**config.mk**
```make
export PLATFORM = sky130hd
export DESIGN_NAME = alu_pipe
export DESIGN_NICKNAME = d
export VERILOG_FILES = /design/src/rtl/alu_pipe.sv
export SDC_FILE = /design/constraint.sdc
export NUM_CORES = 1
export LEC_CHECK = 0
export BUFFER_PORTS_ARGS = -buffer_cell sky130_fd_sc_hd__buf_2
export CAP_MARGIN = 20
export CORE_AREA = 8 8 101 103
export CTS_CLUSTER_SIZE = 25
export DETAILED_ROUTE_END_ITERATION = 10
export DIE_AREA = 0 0 109 111
export GPL_TIMING_DRIVEN = 0
export PLACE_DENSITY = 0.83
export SLEW_MARGIN = 20
export SYNTH_ARGS = -nofsm -noshare
export SYNTH_HDL_FRONTEND = slang
export SYNTH_SLANG_ARGS = --single-unit
```
**constraint.sdc**
```tcl
create_clock -name clk -period 4.06 [get_ports clk]
set_input_delay 0.406 -clock clk [delete_from_list [all_inputs] [get_ports clk]]
set_output_delay 0.406 -clock clk [all_outputs]
set_load 0.02 [all_outputs]
```
**src/rtl/alu_pipe.sv**
```systemverilog
// Pipelined ALU with valid/ready handshakes: single-cycle logic/arith ops and
// an iterative shift-add multiplier that occupies the block for WIDTH cycles.
module alu_pipe #(
  parameter int WIDTH = 8
) (
  input  logic             clk,
  input  logic             reset,
  input  logic [WIDTH-1:0] A,
  input  logic [WIDTH-1:0] B,
  input  logic [2:0]       Opcode,
  input  logic             in_valid,
  output logic             in_ready,
  output logic [WIDTH-1:0] result,
  output logic             carry,
  output logic             zero,
  output logic             neg,
  output logic             ovf,
  output logic             err,
  output logic             out_valid,
  input  logic             out_ready,
  output logic [1:0]       fsm_state
);

  // Handshake: a transfer happens on a rising edge where valid and ready are
  // both 1; valid never waits on ready, and the result holds while out_valid
  // is 1 and out_ready is 0.

  localparam int SW = $clog2(WIDTH);

  typedef enum logic [1:0] {
    IDLE = 2'd0,
    BUSY = 2'd1,
    DONE = 2'd2
  } state_t;

  state_t state, state_next;

  logic               accept;
  logic               is_mul;
  logic               mul_last;
  logic [2*WIDTH-1:0] mcand;
  logic [WIDTH-1:0]   mplier;
  logic [2*WIDTH-1:0] prod;
  logic [2*WIDTH-1:0] prod_next;
  logic [SW-1:0]      cnt;

  logic [WIDTH:0]     sum;
  logic [WIDTH:0]     diff;
  logic [WIDTH:0]     shl;
  logic [WIDTH-1:0]   alu_res;
  logic               alu_c;
  logic               alu_o;
  logic               alu_e;
  logic               alu_z;
  logic               alu_n;

  assign in_ready  = (state == IDLE) || ((state == DONE) && out_ready);
  assign out_valid = (state == DONE);
  assign fsm_state = state;
  assign accept    = in_valid && in_ready;
  assign is_mul    = (Opcode == 3'b110);
  assign mul_last  = (state == BUSY) && (cnt == SW'(WIDTH - 1));
  assign prod_next = prod + (mplier[0] ? mcand : '0);

  assign sum  = {1'b0, A} + {1'b0, B};
  assign diff = {1'b0, A} - {1'b0, B};
  // One spare bit above the result catches the last bit shifted out.
  assign shl  = {1'b0, A} << B[SW-1:0];

  always_comb begin
    alu_res = '0;
    alu_c   = 1'b0;
    alu_o   = 1'b0;
    alu_e   = 1'b0;
    case (Opcode)
      3'b000: begin
        alu_res = sum[WIDTH-1:0];
        alu_c   = sum[WIDTH];
        alu_o   = (A[WIDTH-1] == B[WIDTH-1]) && (sum[WIDTH-1] != A[WIDTH-1]);
      end
      3'b001: begin
        alu_res = diff[WIDTH-1:0];
        alu_c   = diff[WIDTH];
        alu_o   = (A[WIDTH-1] != B[WIDTH-1]) && (diff[WIDTH-1] != A[WIDTH-1]);
      end
      3'b010: alu_res = A & B;
      3'b011: alu_res = A | B;
      3'b100: alu_res = A ^ B;
      3'b101: begin
        alu_res = shl[WIDTH-1:0];
        alu_c   = shl[WIDTH];
      end
      3'b111: alu_e = 1'b1;
      default: alu_res = '0;
    endcase
  end

  // The reserved opcode reports only err, so zero is suppressed there.
  assign alu_z = !alu_e && (alu_res == '0);
  assign alu_n = alu_res[WIDTH-1];

  always_ff @(posedge clk or negedge reset) begin
    if (!reset) begin
      state <= IDLE;
    end else begin
      state <= state_next;
    end
  end

  always_comb begin
    state_next = state;
    if (accept) begin
      state_next = is_mul ? BUSY : DONE;
    end else begin
      case (state)
        BUSY:    if (mul_last) state_next = DONE;
        DONE:    if (out_ready) state_next = IDLE;
        default: state_next = state;
      endcase
    end
  end

  always_ff @(posedge clk or negedge reset) begin
    if (!reset) begin
      result <= '0;
      carry  <= 1'b0;
      zero   <= 1'b0;
      neg    <= 1'b0;
      ovf    <= 1'b0;
      err    <= 1'b0;
      mcand  <= '0;
      mplier <= '0;
      prod   <= '0;
      cnt    <= '0;
    end else if (accept && !is_mul) begin
      result <= alu_res;
      carry  <= alu_c;
      zero   <= alu_z;
      neg    <= alu_n;
      ovf    <= alu_o;
      err    <= alu_e;
    end else if (accept) begin
      mcand  <= {{WIDTH{1'b0}}, A};
      mplier <= B;
      prod   <= '0;
      cnt    <= '0;
    end else if (state == BUSY) begin
      mcand  <= mcand << 1;
      mplier <= mplier >> 1;
      prod   <= prod_next;
      cnt    <= cnt + SW'(1);
      if (mul_last) begin
        result <= prod_next[WIDTH-1:0];
        carry  <= 1'b0;
        zero   <= (prod_next[WIDTH-1:0] == '0);
        neg    <= prod_next[WIDTH-1];
        ovf    <= |prod_next[2*WIDTH-1:WIDTH];
        err    <= 1'b0;
      end
    end
  end

endmodule
```
Word level (Yosys, flattened, before mapping):

Cells that the tools add are included.
W data, S select, Z words.

* bits in registers: 58
* word-level logic and storage cells: 98
* ROM bits: 0
* RAM bits: 0
* bits of input ports: 23
* memories kept: 0
* bits in latches: 0

* reduce and logical (&&, ||, !) cells: 22
* multiplexer cells: 39
* div/mod/pow operators: 0
* $lt $le $gt $ge: 0
* equality and inequality tests: 17
* bitwise gates (word level): 4
* shift operators: 1
* add/subtract/negate cells: 4
* multiply operators: 0

Operators by type and width (count)
* $mux W16: 5
* $mux W8: 6
* $pmux W8 S6: 1
* $mux W1: 18
* $add A16 B16 Y16: 1
* $logic_not A8 Y1: 2
* $eq A3 B3 Y1 const B: 5
* $add A8 B8 Y9: 1
* $shl A8 B3 Y9: 1
* $sub A8 B8 Y9: 1
* $and A8 B8 Y8: 1
* $mux W2: 4
* $or A8 B8 Y8: 1
* $reduce_or A8 Y1: 1
* $xor A8 B8 Y8: 1
* $logic_and A1 B1 Y1: 7
* $eq A3 B2 Y1 const B: 2
* $mux W3: 2
* $reduce_and A3 Y1: 2
* $reduce_bool A2 Y1: 3
* $pmux W2 S2: 1
* $add A3 B1 Y3 const B: 1
* $eq A3 B1 Y1 const B: 1
* $logic_not A3 Y1: 1
* other kinds (15): 18

Depth between registers and ports, before layout:

Gate-level depths: netlist (run 1).

* word-level depth: 7
* mapped depth: 11

Worst setup path before layout (run 1):

No wires, ideal clock.

* kind: reg-to-reg
* start point: reg mplier[0]
* end point: reg ovf
* setup time: 0.133 ns
* data required time: 3.927 ns
* data arrival time: 2.723 ns
* buffers on the path: 1
* cell stages (with the launch flop): 11
* period minus slack after synthesis: 2.856 ns
* path slack: 1.204 ns
* cells stage by stage: dfrtp_1 > clkbuf_1 > and2_1 > fa_1 > a21o_1 > o2bb2ai_1 > o31a_1 > or3_1 > a2111o_1 > nor4_1 > a31oi_1

* cells in the longest elaborated chain, start to end: 7

RTL lines
* start, declared: line 42 `logic [WIDTH-1:0] mplier;`
* start signal, assigned: line 149 `mplier <= mplier >> 1;`
* $mux W16: line 63 `assign prod_next = prod + (mplier[0] ? mcand : '0);`
* $add A16 B16 Y16: line 63
* $reduce_or A8 Y1: line 157 `ovf <= |prod_next[2*WIDTH-1:WIDTH];`
* $mux W1: line 152 `if (mul_last) begin`
* $mux W1: line 147 `end else if (state == BUSY) begin`
* $mux W1: line 142 `end else if (accept) begin`
* $mux W1: line 135 `end else if (accept && !is_mul) begin`
* end signal, assigned: line 140 `ovf <= alu_o;`
* end signal, assigned: line 157
* end, declared: line 17 `output logic ovf,`

Every way passes these cells. The select of a mux whose other input is x is not followed.
A chain may end at the register's enable or synchronous reset.

Worst setup path in the final report (run 1):

Ends and elaborated chain as after synthesis.

==> results.toml, run 1 <==
[layout]
area_growth_pct = 11.7
n_antenna_cell = 0
nNetsFinal = 645
multi_input_area_mm2 = 0.00293
fill_cells = 758
regArea_mm2 = 0.00143
fin_util_pct = 59.8
drive_gt1_share_pct = 12.6

[worst_setup_path]
path_class = "flip-flop to flip-flop"
r2r-start = "mplier[0]$_DFFE_PN0P_"
cpPeakStageDelay_ns = 0.46
path_cells = "clkbuf_1 > and2_1 > fa_1 > a21o_1 > o2bb2ai_1 > o31a_1 > or3_1 > a2111o_1 > nor4_1 > a31oi_1"
end_kind = "flip-flop"
cp_num_buf_inv = 1
reg2regPathDepth = 10
r2r_end = "ovf$_DFFE_PN0P_"
rrSetupSlack_ns = 0.67
crit_family = "compound AO/OA/AOI/OAI gates"
crit_required_ns = 4.27
crit_path_start_kind = "flip-flop"
worst-endpoint-arrival_ns = 3.61
crit_fanout = 10
critPathSlowestCell = "dfrtp_1"

[floorplan]
rows = 34
ios = 40
initial_core_util_pct = 53.5
die_height_um = 111
core-area_mm2 = 0.00855
die-area_mm2 = 0.0121
die-width_um = 109

[global_route]
overflow = 0
grt_antenna_before_repair = 0
grt_pass1_vias = 4258
grt_use_total_pct = 22.1
grt_max_degree = 58
grt_pass1_wl_um = 21400

[power]
cellPowerDensity_mw_per_mm2 = 526
p_leak_uw = 0.00247
power_uw = 2690
vdd_drop_max_mv = 0.199

[route]
wirelength_um = 13200
post_drt_wl_per_cell_um = 19.2
dr_total_vias = 4315
ant_nets = 0
via_per_inst = 6.27
dr.pass1.iters = 5
drc = 0
initialDrtViolationCount = 463

[clocking]
cts_buffer_depth = 2
cts.clk_slew.worst_paths_ns = 0.08
cts_buffers = 9
post_cts_buffers = 0
clock-sinks = 57
clk_latency_ns = 0.35
cts_tree = "yes"
hold_buffers = 0
root_buffer = "clkbuf_8"
htree_num_levels = 3
cts_resized = 0

[place]
place.gp.congestion = 0.952
io_buffers = 39
dpl.hpwl_um = 10100

[synth]
ys_seq_area_share_pct = 31.2
async_reset_ff_share_pct = 100
synth_top_area_cell = "dfrtp_1"
yosys-top-cells-area = "dfrtp_1, ha_1, a22o_1"
yosysWarnings = 0
synth_top_cell_area_share_pct = 31.2
synth_edf_count = 0
syn_nets = 595
syn_avg_cell_area_um2 = 8.69
synth.distinct_cells = 61
synthCells = 526
ys_ff_latch = 57
synthFlopType = "dfrtp_1"
netlist_area_mm2 = 0.00457

[min_path]
hp-class = "input pin to asynchronous set/reset pin"

[sta]
setup-tns-final_ns = 0
rsz0062_at_grt = "no"
layout_min_cycle_time_ns = 3.39
max_freq_mhz = 295
tightest_slew_ns = 0.720
relSlewSlack_pct = 50.7
period_share_pct = 83.6
finalMaxSlewViolations = 0
setup_viol_count_final = 0
finalClockSkew_ns = 0.0156
hold_viol_final = 0

[status]
run_status = "completed"

[run]
maxCapViolations = 0
[how the worst max path moves through the flow]
| stage | from | to | slack (ns) | cells after the start |
|---|---|---|---|---|
| after floorplan | mplier[0]$_DFFE_PN0P_ | ovf$_DFFE_PN0P_ | 1.20 | 10 |
| after global routing | mplier[0]$_DFFE_PN0P_ | ovf$_DFFE_PN0P_ | 0.50 | 10 |
| after detailed placement | B[2] | result[7]$_DFFE_PN0P_ | 0.77 | 12 |
| after global placement | B[2] | zero$_DFFE_PN0P_ | 0.77 | 12 |
| final | mplier[0]$_DFFE_PN0P_ | ovf$_DFFE_PN0P_ | 0.67 | 10 |
| after CTS | mplier[0]$_DFFE_PN0P_ | ovf$_DFFE_PN0P_ | 0.69 | 10 |
[synthesized netlist by cell type, drive strengths merged, types with 3 or more instances]
cell	instances
dfrtp	57
nand2	51
a21oi	44
ha	43
o21ai	40
nor2	30
inv	28
a22o	26
and2	17
clkbuf	16
a21o	11
xnor2	11
a211oi	10
buf	10
nor3	10
a22oi	9
nor2b	8
mux2i	7
o21bai	7
nand2b	6
xor2	6
nand3	5
o211ai	5
or3	5
and3	4
nor4	4
o31ai	4
or4	4
a221oi	3
a31oi	3
fa	3
mux4	3
nand3b	3
o221ai	3
[where the power goes]
| group | total (uW) | switching [uW] | internal (uW) |
|---|---|---|---|
| Clock | 560 | 247 | 313 |
| Sequential | 954 | 171 | 783 |
| Combinational | 1170 | 732 | 440 |
| Total | 2690 | 1150 | 1540 |
[through the flow]
step           hold slack, ns  setup WS (ns)  std cells  instance area [um2]
2_1_floorplan           0.110           1.20        526                 4570
3_3_place_gp            0.466          0.773        673                 4900
3_5_place_dp            0.476          0.769        673                 4910
4_1_cts                 0.128          0.689        688                 5110
5_1_grt                 0.173          0.502        688                 5110
6_report                0.108          0.667        688                 5110
[state kept, by name, indices dropped and copies added, names as in the netlist, 2 cells and up]
name / cells
fsm_state: 2
mplier: 8
mcand: 16
result: 8
cnt: 3
prod: 16
[placed cells by master (no fill, tap or decap), types with 3 or more instances in the layout]
cell	n
dfrtp_1	57
nand2_1	51
buf_2	45
a21oi_1	43
ha_1	43
o21ai_0	40
nor2_1	30
inv_1	28
a22o_1	26
and2_1	17
clkbuf_1	16
a21o_1	11
xnor2_1	11
clkbuf_8	11
a211oi_1	10
nor3_1	10
a22oi_1	9
nor2b_1	8
o21bai_1	7
mux2i_1	7
nand2b_1	6
xor2_1	6
o211ai_1	5
or3_1	5
nand3_1	5
and3_1	4
nor4_1	4
or4_1	4
mux4_2	3
buf_4	3
a31oi_1	3
nand3b_1	3
o31ai_1	3
o221ai_1	3
fa_1	3
clkinvlp_4	3
[routing by layer]
metal / routed length, um / vias up / part of all wire [%] / GRT usage, %
met5: 0 / - / 0 / 0
li1: - / 2027 / - / -
met1: 5920 / 2078 / 45 / 30.3
met2: 6020 / 186 / 46 / 33.3
met3: 979 / 24 / 7.4 / 4.13
met4: 282 / 0 / 2.1 / 8.22
[cells by family after synthesis]
group | count (synthesis) | share of synthesized area [%]
buf+inv | 54 | 4.79
flops | 57 | 31.2
mux | 10 | 3.01
fa+ha+maj | 46 | 13.1
simple gates | 155 | 16.7
compound gates | 187 | 28.0
xor+xnor | 17 | 3.26
[worst reg2reg max path: stages (launching register included)]
cell	delay [ns]
dfrtp_1	0.46
clkbuf_1	0.25
and2_1	0.24
fa_1	0.44
a21o_1	0.22
o2bb2ai_1	0.20
o31a_1	0.28
or3_1	0.34
a2111o_1	0.43
nor4_1	0.26
a31oi_1	0.14
[area by class of cell]
cell class,instances,share of cell area (%)
Multi-Input combinational cell,415,57.3
Sequential cell,57,27.9
Timing Repair Buffer,39,3.87
Clock buffer,11,2.96
Tap cell,108,2.64
Buffer,26,2.23
Inverter,28,2.06
Clock inverter,4,1.03
Note: power is estimated with default switching activity, not from simulation.
==> inputs of run 2 (changes only) <==
clock period = 3.4 ns   (was 4.06 ns; I/O delays follow)
==> run 2 against run 1 <==
Against the previous run: core utilization grew 0.088 points; setup slack lost 0.54 ns; first-iteration DRC count shrank 9.3%; non-clock buffer count is the same; register-to-register slack lost 0.54 ns; combinational power grew 20%; via count grew 0.39%.
==> results.toml, run 2 (synthesized netlist as in run 1, its figures left out) <==
[layout]
final_common_cell = "dfrtp_1"
post-route-cell-area_mm2 = 0.00512
fill_cells = 757
fin_util_pct = 59.8
final_cell_mix = "dfrtp_1, nand2_1, buf_2"
largest_registers = "mcand x16, prod x16"
nNetsFinal = 645
n_antenna_cell = 0
area_growth_pct = 11.9
drive_gt1_share_pct = 12.9

[worst_setup_path]
path_class = "flip-flop to flip-flop"
crit_family = "compound AO/OA/AOI/OAI gates"
worst-endpoint-arrival_ns = 3.48
cpPeakStageDelay_ns = 0.46
cp_num_buf_inv = 1
crit_path_start_kind = "flip-flop"
crit_required_ns = 3.62
critPathSlowestCell = "dfrtp_1"
path_cells = "clkbuf_2 > and2_1 > fa_1 > a21o_1 > o2bb2ai_1 > o31a_1 > or3_1 > a2111o_1 > nor4_2 > a31oi_1"
crit_fanout = 10
end_kind = "flip-flop"

[clocking]
clk_latency_ns = 0.35
cts_buffers = 9
cts.clk_slew.worst_paths_ns = 0.08
clock-sinks = 57
htree_num_levels = 3
cts_buffer_depth = 2
root_buffer = "clkbuf_8"
post_cts_buffers = 0
cts_tree = "yes"

[sta]
tightest_slew_ns = 0.758
setup-tns-final_ns = 0
finalClockSkew_ns = 0.0137
hold_viol_final = 0
relSlewSlack_pct = 48.9
layout_min_cycle_time_ns = 3.27
rsz0062_at_grt = "no"
period_share_pct = 96.1
max_freq_mhz = 306
finalMaxSlewViolations = 0
timing.final.ws_setup_ns = 0.131
setup_viol_count_final = 0

[power]
combPwrFrac_pct = 43.7
cellPowerDensity_mw_per_mm2 = 627
switchingPower_uw = 1380
p_leak_uw = 0.00248
power_frac_seq_pct = 35.5
power_uw = 3210
clock_power_share_pct = 20.8
intPower_uw = 1840
vdd_drop_max_mv = 0.238
switching_share_pct = 42.8

[floorplan]
die-width_um = 109
die_height_um = 111
ios = 40
core-area_mm2 = 0.00855
rows = 34
initial_core_util_pct = 53.5
die-area_mm2 = 0.0121

[run]
maxCapViolations = 0

[route]
post_drt_wl_per_cell_um = 19.2
via_per_inst = 6.30
drc = 0
wirelength_um = 13200
highest_layer = "met4"
initialDrtViolationCount = 420
wl_met1_um = 5940
dr_total_vias = 4332
wl_met3_um = 927
ant_nets = 0
dr.pass1.iters = 6
met2_length_um = 6010

[global_route]
grt_max_degree = 58
grt_antenna_before_repair = 0
grt_use_total_pct = 22.1
grt_pass1_wl_um = 21400
overflow = 0
grt_pass1_vias = 4258

[place]
dpl_cell_area_mm2 = 0.00491
dpl.hpwl_um = 10100
dp_slack_ns = 0.134
place.gp.congestion = 0.952
io_buffers = 39

[min_path]
hp-class = "input pin to asynchronous set/reset pin"

[status]
run_status = "completed"
run 2: path summary, 6_finish.rpt:
kind                                       startpoint                       end  slack [ns]  cells after the start
min in group clk                             in_valid  fsm_state[1]$_DFFE_PN0P_        0.32                      3
worst min-delay path                            reset      prod[10]$_DFFE_PN0P_        0.04                      1
max in group asynchronous                       reset      mcand[2]$_DFFE_PN0P_        2.88                      1
worst max register to register  mplier[0]$_DFFE_PN0P_           ovf$_DFFE_PN0P_        0.13                     10
worst min register to register  mplier[3]$_DFFE_PN0P_     mplier[3]$_DFFE_PN0P_        0.49                      2
worst max-delay path            mplier[0]$_DFFE_PN0P_           ovf$_DFFE_PN0P_        0.13                     10
run 2: per-stage QoR:
| step | hold WS [ns] | instances |
|---|---|---|
| 4_1_cts | 0.0619 | 688 |
| 2_1_floorplan | 0.0444 | 526 |
| 3_5_place_dp | 0.444 | 673 |
| 5_1_grt | 0.107 | 688 |
| 6_report | 0.0400 | 688 |
| 3_3_place_gp | 0.466 | 673 |
run 2: final cells by class:
type / instances / area [um2] / area share (%)
repair buffers: 39 / 198 / 3.86
inverters: 28 / 105 / 2.05
clock inverters: 4 / 52.6 / 1.03
clock buffers: 11 / 151 / 2.96
well taps: 108 / 135 / 2.64
flip-flops and latches: 57 / 1430 / 27.9
plain buffers: 26 / 115 / 2.25
multi-input cells: 415 / 2930 / 57.3
run 2: power by group through the flow:
stage | Sequential [uW] | Combinational [uW] | Clock, uW
after global routing | 1170 | 1550 | 697
after detailed placement | 1140 | 1380 | 0
final | 1140 | 1400 | 668
after CTS | 1130 | 1390 | 668
after floorplan | 1170 | 885 | 0
after global placement | 1120 | 1330 | 0
run 2: metal layers:
| layer | track usage, % | vias to the layer above |
|---|---|---|
| li1 | - | 2029 |
| met1 | 30.3 | 2090 |
| met2 | 33.3 | 186 |
| met3 | 4.13 | 27 |
| met4 | 8.22 | 0 |
| met5 | 0 | - |
run 2: what timing repair did:
| action | 4_1_cts | 5_1_grt |
|---|---|---|
| endpoints found under the setup margin | 0 | 2 |
| gates resized for setup | 0 | 3 |
| hold buffers | 0 | 0 |
